### config.mk
export PLATFORM = sky130hd
export DESIGN_NAME = spi_frame_master_flat
export DESIGN_NICKNAME = d
export VERILOG_FILES = /design/src/rtl/spi_frame_master_if.sv /design/src/rtl/spi_frame_master.sv /design/src/flat_wrapper.sv
export SDC_FILE = /design/constraint.sdc
export NUM_CORES = 1
export LEC_CHECK = 0
export BUFFER_PORTS_ARGS = -buffer_cell sky130_fd_sc_hd__buf_2
export CORE_MARGIN = 3
export CORE_UTILIZATION = 35
export CTS_CLUSTER_DIAMETER = 60
export CTS_CLUSTER_SIZE = 14
export DETAILED_ROUTE_END_ITERATION = 7
export PLACE_DENSITY = 0.61
export SLEW_MARGIN = 20
export SYNTH_ARGS = -nofsm -noshare
export SYNTH_HDL_FRONTEND = slang
export SYNTH_SLANG_ARGS = --single-unit
### constraint.sdc
create_clock -name clk -period 2.3 [get_ports clk]
set_clock_uncertainty 0.15 [all_clocks]
set_input_delay 0.23 -clock clk [delete_from_list [all_inputs] [get_ports clk]]
set_output_delay 0.23 -clock clk [all_outputs]
set_load 0.01 [all_outputs]
### src/rtl/spi_frame_master_if.sv
// spi_frame_master_if
//   Host-side bundle of the SPI frame master: request/handshake, received frame
//   and the serial pins (load/sclk/sdi/sdo).
//   master modport : the frame master (drives busy/done/rx_data/sclk/sdi/load)
//   slave modport  : the host + target side (drives start/tx_data/sdo)
interface spi_frame_master_if #(
   parameter int FRAME_BITS = 64
);
   logic                  start;
   logic [FRAME_BITS-1:0] tx_data;
   logic                  busy;
   logic                  done;
   logic [FRAME_BITS-1:0] rx_data;
   logic                  sclk;
   logic                  sdi;
   logic                  load;
   logic                  sdo;

   modport master (
      input  start, tx_data, sdo,
      output busy, done, rx_data, sclk, sdi, load
   );

   modport slave (
      output start, tx_data, sdo,
      input  busy, done, rx_data, sclk, sdi, load
   );
endinterface

### src/rtl/spi_frame_master.sv
// spi_frame_master
//   SPI initiator: shifts a FRAME_BITS-wide frame MSB-first onto sdi/sclk,
//   framed by load, and captures the target's sdo stream into rx_data.
//   Frame = SETUP (sclk low) then FRAME_BITS x (HIGH, LOW), each phase CLK_DIV
//   clks; done pulses CLK_DIV*(1+2*FRAME_BITS) clks after the accepting edge.
// Ports
//   clk    : system clock, posedge
//   reset  : asynchronous, active-low
//   bus    : spi_frame_master_if.master
//            start/tx_data in, busy/done/rx_data out,
//            sclk/sdi/load out, sdo in
// Configuration macro
//   SPI_SDO_SYNC_EN : sdo goes through a 2-flop synchronizer and is sampled
//                     on the last clk edge of HIGH instead of the edge that
//                     raises sclk (needs CLK_DIV >= 3).
module spi_frame_master #(
   parameter int FRAME_BITS = 64,
   parameter int CLK_DIV    = 4
) (
   input  logic                   clk,
   input  logic                   reset,
   spi_frame_master_if.master     bus
);
   localparam logic [1:0] IDLE  = 2'd0;
   localparam logic [1:0] SETUP = 2'd1;
   localparam logic [1:0] HIGH  = 2'd2;
   localparam logic [1:0] LOW   = 2'd3;

   localparam int BW = $clog2(FRAME_BITS);
   localparam int PW = $clog2(CLK_DIV) + 1;
   localparam logic [PW-1:0] PH_LAST  = PW'(CLK_DIV - 1);
   localparam logic [BW-1:0] BIT_LAST = BW'(FRAME_BITS - 1);

   logic [1:0]            state;
   logic [PW-1:0]         phase;
   logic [BW-1:0]         bit_cnt;
   logic [FRAME_BITS-1:0] tx_sr;
   logic [FRAME_BITS-1:0] rx_sr;
   logic [FRAME_BITS-1:0] rx_q;
   logic                  sclk_q, sdi_q, load_q, busy_q, done_q;
   logic                  ph_end;
   logic                  sample;
   logic                  sdo_bit;

   assign ph_end = (phase == PH_LAST);

`ifdef SPI_SDO_SYNC_EN
   logic [1:0] sdo_sync;

   always_ff @(posedge clk or negedge reset) begin
      if (!reset) sdo_sync <= '0;
      else        sdo_sync <= {sdo_sync[0], bus.sdo};
   end

   // Synchronizer adds two clks, so sample as late as possible in HIGH.
   assign sdo_bit = sdo_sync[1];
   assign sample  = (state == HIGH) && ph_end;
`else
   // Sample on the edge that raises sclk: end of SETUP, or end of any LOW
   // that is followed by another HIGH.
   assign sdo_bit = bus.sdo;
   assign sample  = ph_end && ((state == SETUP) ||
                               ((state == LOW) && (bit_cnt != BIT_LAST)));
`endif

   always_ff @(posedge clk or negedge reset) begin
      if (!reset) begin
         state   <= IDLE;
         phase   <= '0;
         bit_cnt <= '0;
         tx_sr   <= '0;
         rx_sr   <= '0;
         rx_q    <= '0;
         sclk_q  <= 1'b0;
         sdi_q   <= 1'b0;
         load_q  <= 1'b0;
         busy_q  <= 1'b0;
         done_q  <= 1'b0;
      end else begin
         done_q <= 1'b0;
         if (sample) rx_sr <= {rx_sr[FRAME_BITS-2:0], sdo_bit};
         case (state)
            IDLE: begin
               if (bus.start) begin
                  tx_sr   <= bus.tx_data;
                  sdi_q   <= bus.tx_data[FRAME_BITS-1];
                  load_q  <= 1'b1;
                  busy_q  <= 1'b1;
                  sclk_q  <= 1'b0;
                  bit_cnt <= '0;
                  phase   <= '0;
                  state   <= SETUP;
               end
            end
            SETUP: begin
               if (ph_end) begin
                  phase  <= '0;
                  sclk_q <= 1'b1;
                  state  <= HIGH;
               end else begin
                  phase <= phase + 1'b1;
               end
            end
            HIGH: begin
               if (ph_end) begin
                  phase  <= '0;
                  sclk_q <= 1'b0;
                  // Next bit goes out while sclk is low; after the last bit
                  // this presents a shifted-in zero, harmless until IDLE.
                  tx_sr  <= {tx_sr[FRAME_BITS-2:0], 1'b0};
                  sdi_q  <= tx_sr[FRAME_BITS-2];
                  state  <= LOW;
               end else begin
                  phase <= phase + 1'b1;
               end
            end
            default: begin // LOW
               if (ph_end) begin
                  phase <= '0;
                  if (bit_cnt == BIT_LAST) begin
                     load_q <= 1'b0;
                     busy_q <= 1'b0;
                     sdi_q  <= 1'b0;
                     done_q <= 1'b1;
                     rx_q   <= rx_sr;
                     state  <= IDLE;
                  end else begin
                     bit_cnt <= bit_cnt + 1'b1;
                     sclk_q  <= 1'b1;
                     state   <= HIGH;
                  end
               end else begin
                  phase <= phase + 1'b1;
               end
            end
         endcase
      end
   end

   assign bus.sclk    = sclk_q;
   assign bus.sdi     = sdi_q;
   assign bus.load    = load_q;
   assign bus.busy    = busy_q;
   assign bus.done    = done_q;
   assign bus.rx_data = rx_q;
endmodule
### src/flat_wrapper.sv
// flat-port wrapper written by rule: the top's interface ports become plain ports
module spi_frame_master_flat 
#(
   parameter int FRAME_BITS = 64,
   parameter int CLK_DIV    = 4
)
  (clk, reset, bus_start, bus_tx_data, bus_sdo, bus_busy, bus_done, bus_rx_data, bus_sclk, bus_sdi, bus_load);
  spi_frame_master_if #(.FRAME_BITS(FRAME_BITS)) bus_i ();
  input  logic clk;
  input  logic reset;
  input wire logic [$bits(bus_i.start)-1:0] bus_start;
  input wire logic [$bits(bus_i.tx_data)-1:0] bus_tx_data;
  input wire logic [$bits(bus_i.sdo)-1:0] bus_sdo;
  output wire logic [$bits(bus_i.busy)-1:0] bus_busy;
  output wire logic [$bits(bus_i.done)-1:0] bus_done;
  output wire logic [$bits(bus_i.rx_data)-1:0] bus_rx_data;
  output wire logic [$bits(bus_i.sclk)-1:0] bus_sclk;
  output wire logic [$bits(bus_i.sdi)-1:0] bus_sdi;
  output wire logic [$bits(bus_i.load)-1:0] bus_load;
  assign bus_i.start = bus_start;
  assign bus_i.tx_data = bus_tx_data;
  assign bus_i.sdo = bus_sdo;
  assign bus_busy = bus_i.busy;
  assign bus_done = bus_i.done;
  assign bus_rx_data = bus_i.rx_data;
  assign bus_sclk = bus_i.sclk;
  assign bus_sdi = bus_i.sdi;
  assign bus_load = bus_i.load;
  spi_frame_master #(.FRAME_BITS(FRAME_BITS), .CLK_DIV(CLK_DIV)) u_core (.clk(clk), .reset(reset), .bus(bus_i));
endmodule
==> flow_summary_export.csv <==
group,metric,value,unit
yosys,synth_area_leader_cell,"dfrtp_1",
layout,fin_nets,919,
power,totalPowerFinal,12.0,mW
critical_path,crit_type,"register to register",
min_path,min_path_type,"primary input to asynchronous set/reset pin",
layout,multi_input_area,3170,µm²
global_route,antenna_found_initial,0,
detailed_routing,top_layer_used,"met4",
yosys,synth-edff-count,0,
layout,drive_gt1_share,33.9,%
global_route,grt_pass1_vias,5760,
die,die_x,162,µm
yosys,avgSynthCellArea,13.3,µm²
die,start_util,36.0,%
detailed_routing,met3_wirelength,556,µm
yosys,synth_nets,716,
critical_path,start_kind,"register",
run,drv_cap,0,
place,dpl.hpwl,10.8,mm
cts,clk_path_buf_depth,3,
yosys,synth-seq-area-share,60.3,%
power,ir_drop,0.610,mV
detailed_routing,wl_per_cell,15.1,µm
cts,ctsHtreeMaxLevel,1,
die,core,23800,µm²
yosys,mappedNetlistArea,8550,µm²
critical_path,cp_data_required_time,2.56,ns
yosys,synth_seq_cells,206,
yosys,synth.area.top_cells,"dfrtp_1 (60%), mux2_2 (13%), mux2i_1 (7.5%)",
detailed_routing,via_per_inst,4.74,
critical_path,cp_max_fo,58,
die,die_h,162,µm
power,power_leakage,5.44,nW
sta,rsz0062_at_grt,"false",
die,die_area,26300,µm²
place,gp_congestion,0.750,
cts,clk_pin_slew,0.06,ns
critical_path,reg2reg_from,"u_core.state[0]$_DFFE_PN0P_",
detailed_routing,drt-met1-wl,7.99,mm
layout,fillCellCount,2127,
detailed_routing,met2_length,8.50,mm
detailed_routing,dr.first_iter.drc_count,331,
sta,period_needed,2.14,ns
yosys,synth_cell_types,42,
detailed_routing,wl,17.7,mm
sta,setup_viol,0,
yosys,synthCells,641,
global_route,grt_pass1_wl,28.9,mm
detailed_routing,drc_errors,0,
detailed_routing,first_pass_iters,5,
outcome,outcome,"finished, final reports clean",
global_route,grt_usage,13.1,%
critical_path,endpoint_kind,"register",
cts,clock_sinks,206,
global_route,grt_max_degree,70,
cts,cts_buffers,21,
sta,finalCritPeriodShare,92.9,%
die,num_io_pins,137,
sta,hold_violations,0,
die,row_count,56,
layout,antenna_cells,0,
layout,mostFrequentLayoutCell,"dfrtp_1",
critical_path,arrival,2.40,ns
yosys,synth_warnings,0,
critical_path,critPathLaunch,"u_core.state[0]$_DFFE_PN0P_",
sta,drv_slew,0,
cts,tritoncts,"built",
detailed_routing,vias,5551,
layout,seq_area,5150,µm²
sta,tns,0,ns
global_route,overflow,0,
place,port_buffers,136,
sta,fmax,468,MHz
yosys,async_flop_share,100,%
layout,layout_common_cells,"dfrtp_1 (206), buf_2 (135), mux2_2 (99)",
sta,slew_headroom,69.3,%
layout,syn_to_final_growth,28.6,%
detailed_routing,antenna_left,0,
power,pwr_density_cell,1090,nW/µm²
cts,cts-root-buf,"clkbuf_16",
yosys,ys.flop_type,"dfrtp_1",
cts,clock_latency,0.49,ns
sta,tightest_slew,0.455,ns
yosys,netlist.area_leader.share,60.3,%
[what timing repair did]
| item | CTS | global route |
|---|---|---|
| endpoints found under the hold margin | 272 | 0 |
| gates resized for setup | 0 | 1 |
| setup endpoints to repair | 0 | 21 |
| hold buffers | 67 | 0 |
| setup buffers | 0 | 1 |
[flip-flops by register name, indices dropped and copies added, names as in the netlist]
| signal | cells |
|---|---|
| u_core.bus.rx_data | 64 |
| u_core.bus.load | 1 |
| u_core.bus.sdi | 1 |
| u_core.state | 2 |
| u_core.bus.sclk | 1 |
| u_core.bus.done | 1 |
| u_core.bit_cnt | 6 |
| u_core.rx_sr | 64 |
| u_core.phase | 3 |
| u_core.tx_sr | 63 |
[final cells by class]
class	instances	share of cell area, %
well taps	319	3.63
clock buffers	24	4.98
inverters	7	0.239
repair buffers	221	14.6
multi-input cells	387	28.8
flip-flops and latches	206	46.9
clock inverters	8	0.831
[report_power, final]
part,internal [mW],switching [mW]
combinational,1.74,2.19
sequential,4.38,0.406
clock,1.83,1.42
total,7.96,4.01
[worst max-delay path: stages, from the launching register on]
cell	delay (ns)
dfrtp_1	0.42
inv_1	0.11
ha_1	0.27
nor2b_1	0.19
a211oi_4	0.39
buf_12	0.29
nor2_1	0.07
a21oi_1	0.14
[stage by stage]
| step | hold slack [ns] | setup WS, ns | area, µm² | utilization [%] | instances |
|---|---|---|---|---|---|
| after floorplan | -0.216 | 0.231 | 8550 | - | 641 |
| after global placement | 0.0456 | 0.169 | 9660 | 40.7 | 1071 |
| after detailed placement | 0.0483 | 0.139 | 9660 | 40.7 | 1071 |
| after CTS | 0.0679 | 0.115 | 11000 | 46.2 | 1170 |
| after global routing | 0.0985 | 0.0169 | 11000 | 46.3 | 1172 |
| final | 0.0910 | 0.164 | 11000 | 46.3 | 1172 |
[final timing paths]
path                                                      end  slack, ns  cells past startpoint
max                              u_core.tx_sr[49]$_DFFE_PN0P_       0.16                      7
min                        u_core.bus.rx_data[44]$_DFFE_PN0P_       0.09                      2
max reg2reg                      u_core.tx_sr[49]$_DFFE_PN0P_       0.16                      7
min reg2reg                u_core.bus.rx_data[57]$_DFFE_PN0P_       0.35                      1
max in group asynchronous  u_core.bus.rx_data[16]$_DFFE_PN0P_       1.22                      3
min in group clk                  u_core.rx_sr[0]$_DFFE_PN0P_       0.33                      3
[cell families after synthesis]
logic type / after synthesis / share of synthesized area (%)
AOI/OAI and AO/OA: 95 / 6.43
adders and majority gates: 7 / 1.02
buffers and inverters: 48 / 3.03
DFF: 206 / 60.3
muxes: 193 / 24.5
and+or+nand+nor: 92 / 4.71
[cells in the mapped netlist, types with 2 or more instances]
| library cell | n |
|---|---|
| a21oi_1 | 68 |
| a22o_1 | 2 |
| a31oi_1 | 2 |
| and3_1 | 2 |
| buf_1 | 4 |
| buf_2 | 24 |
| buf_6 | 6 |
| clkbuf_1 | 6 |
| dfrtp_1 | 206 |
| ha_1 | 7 |
| inv_1 | 7 |
| mux2_1 | 30 |
| mux2_2 | 99 |
| mux2i_1 | 64 |
| nand2_1 | 7 |
| nand2b_1 | 2 |
| nand3_1 | 2 |
| nor2_1 | 65 |
| nor2b_1 | 2 |
| nor3_1 | 2 |
| o2111ai_1 | 2 |
| o21ai_0 | 9 |
| o31ai_1 | 2 |
| or3_1 | 3 |
[metal layers]
| layer | track usage (%) | vias up |
|---|---|---|
| li1 | - | 2670 |
| met4 | 5.27 | 0 |
| met1 | 17.3 | 2746 |
| met2 | 21.8 | 93 |
| met3 | 1.76 | 42 |
| met5 | 0 | - |
Note: power is estimated with default switching activity, not from simulation.
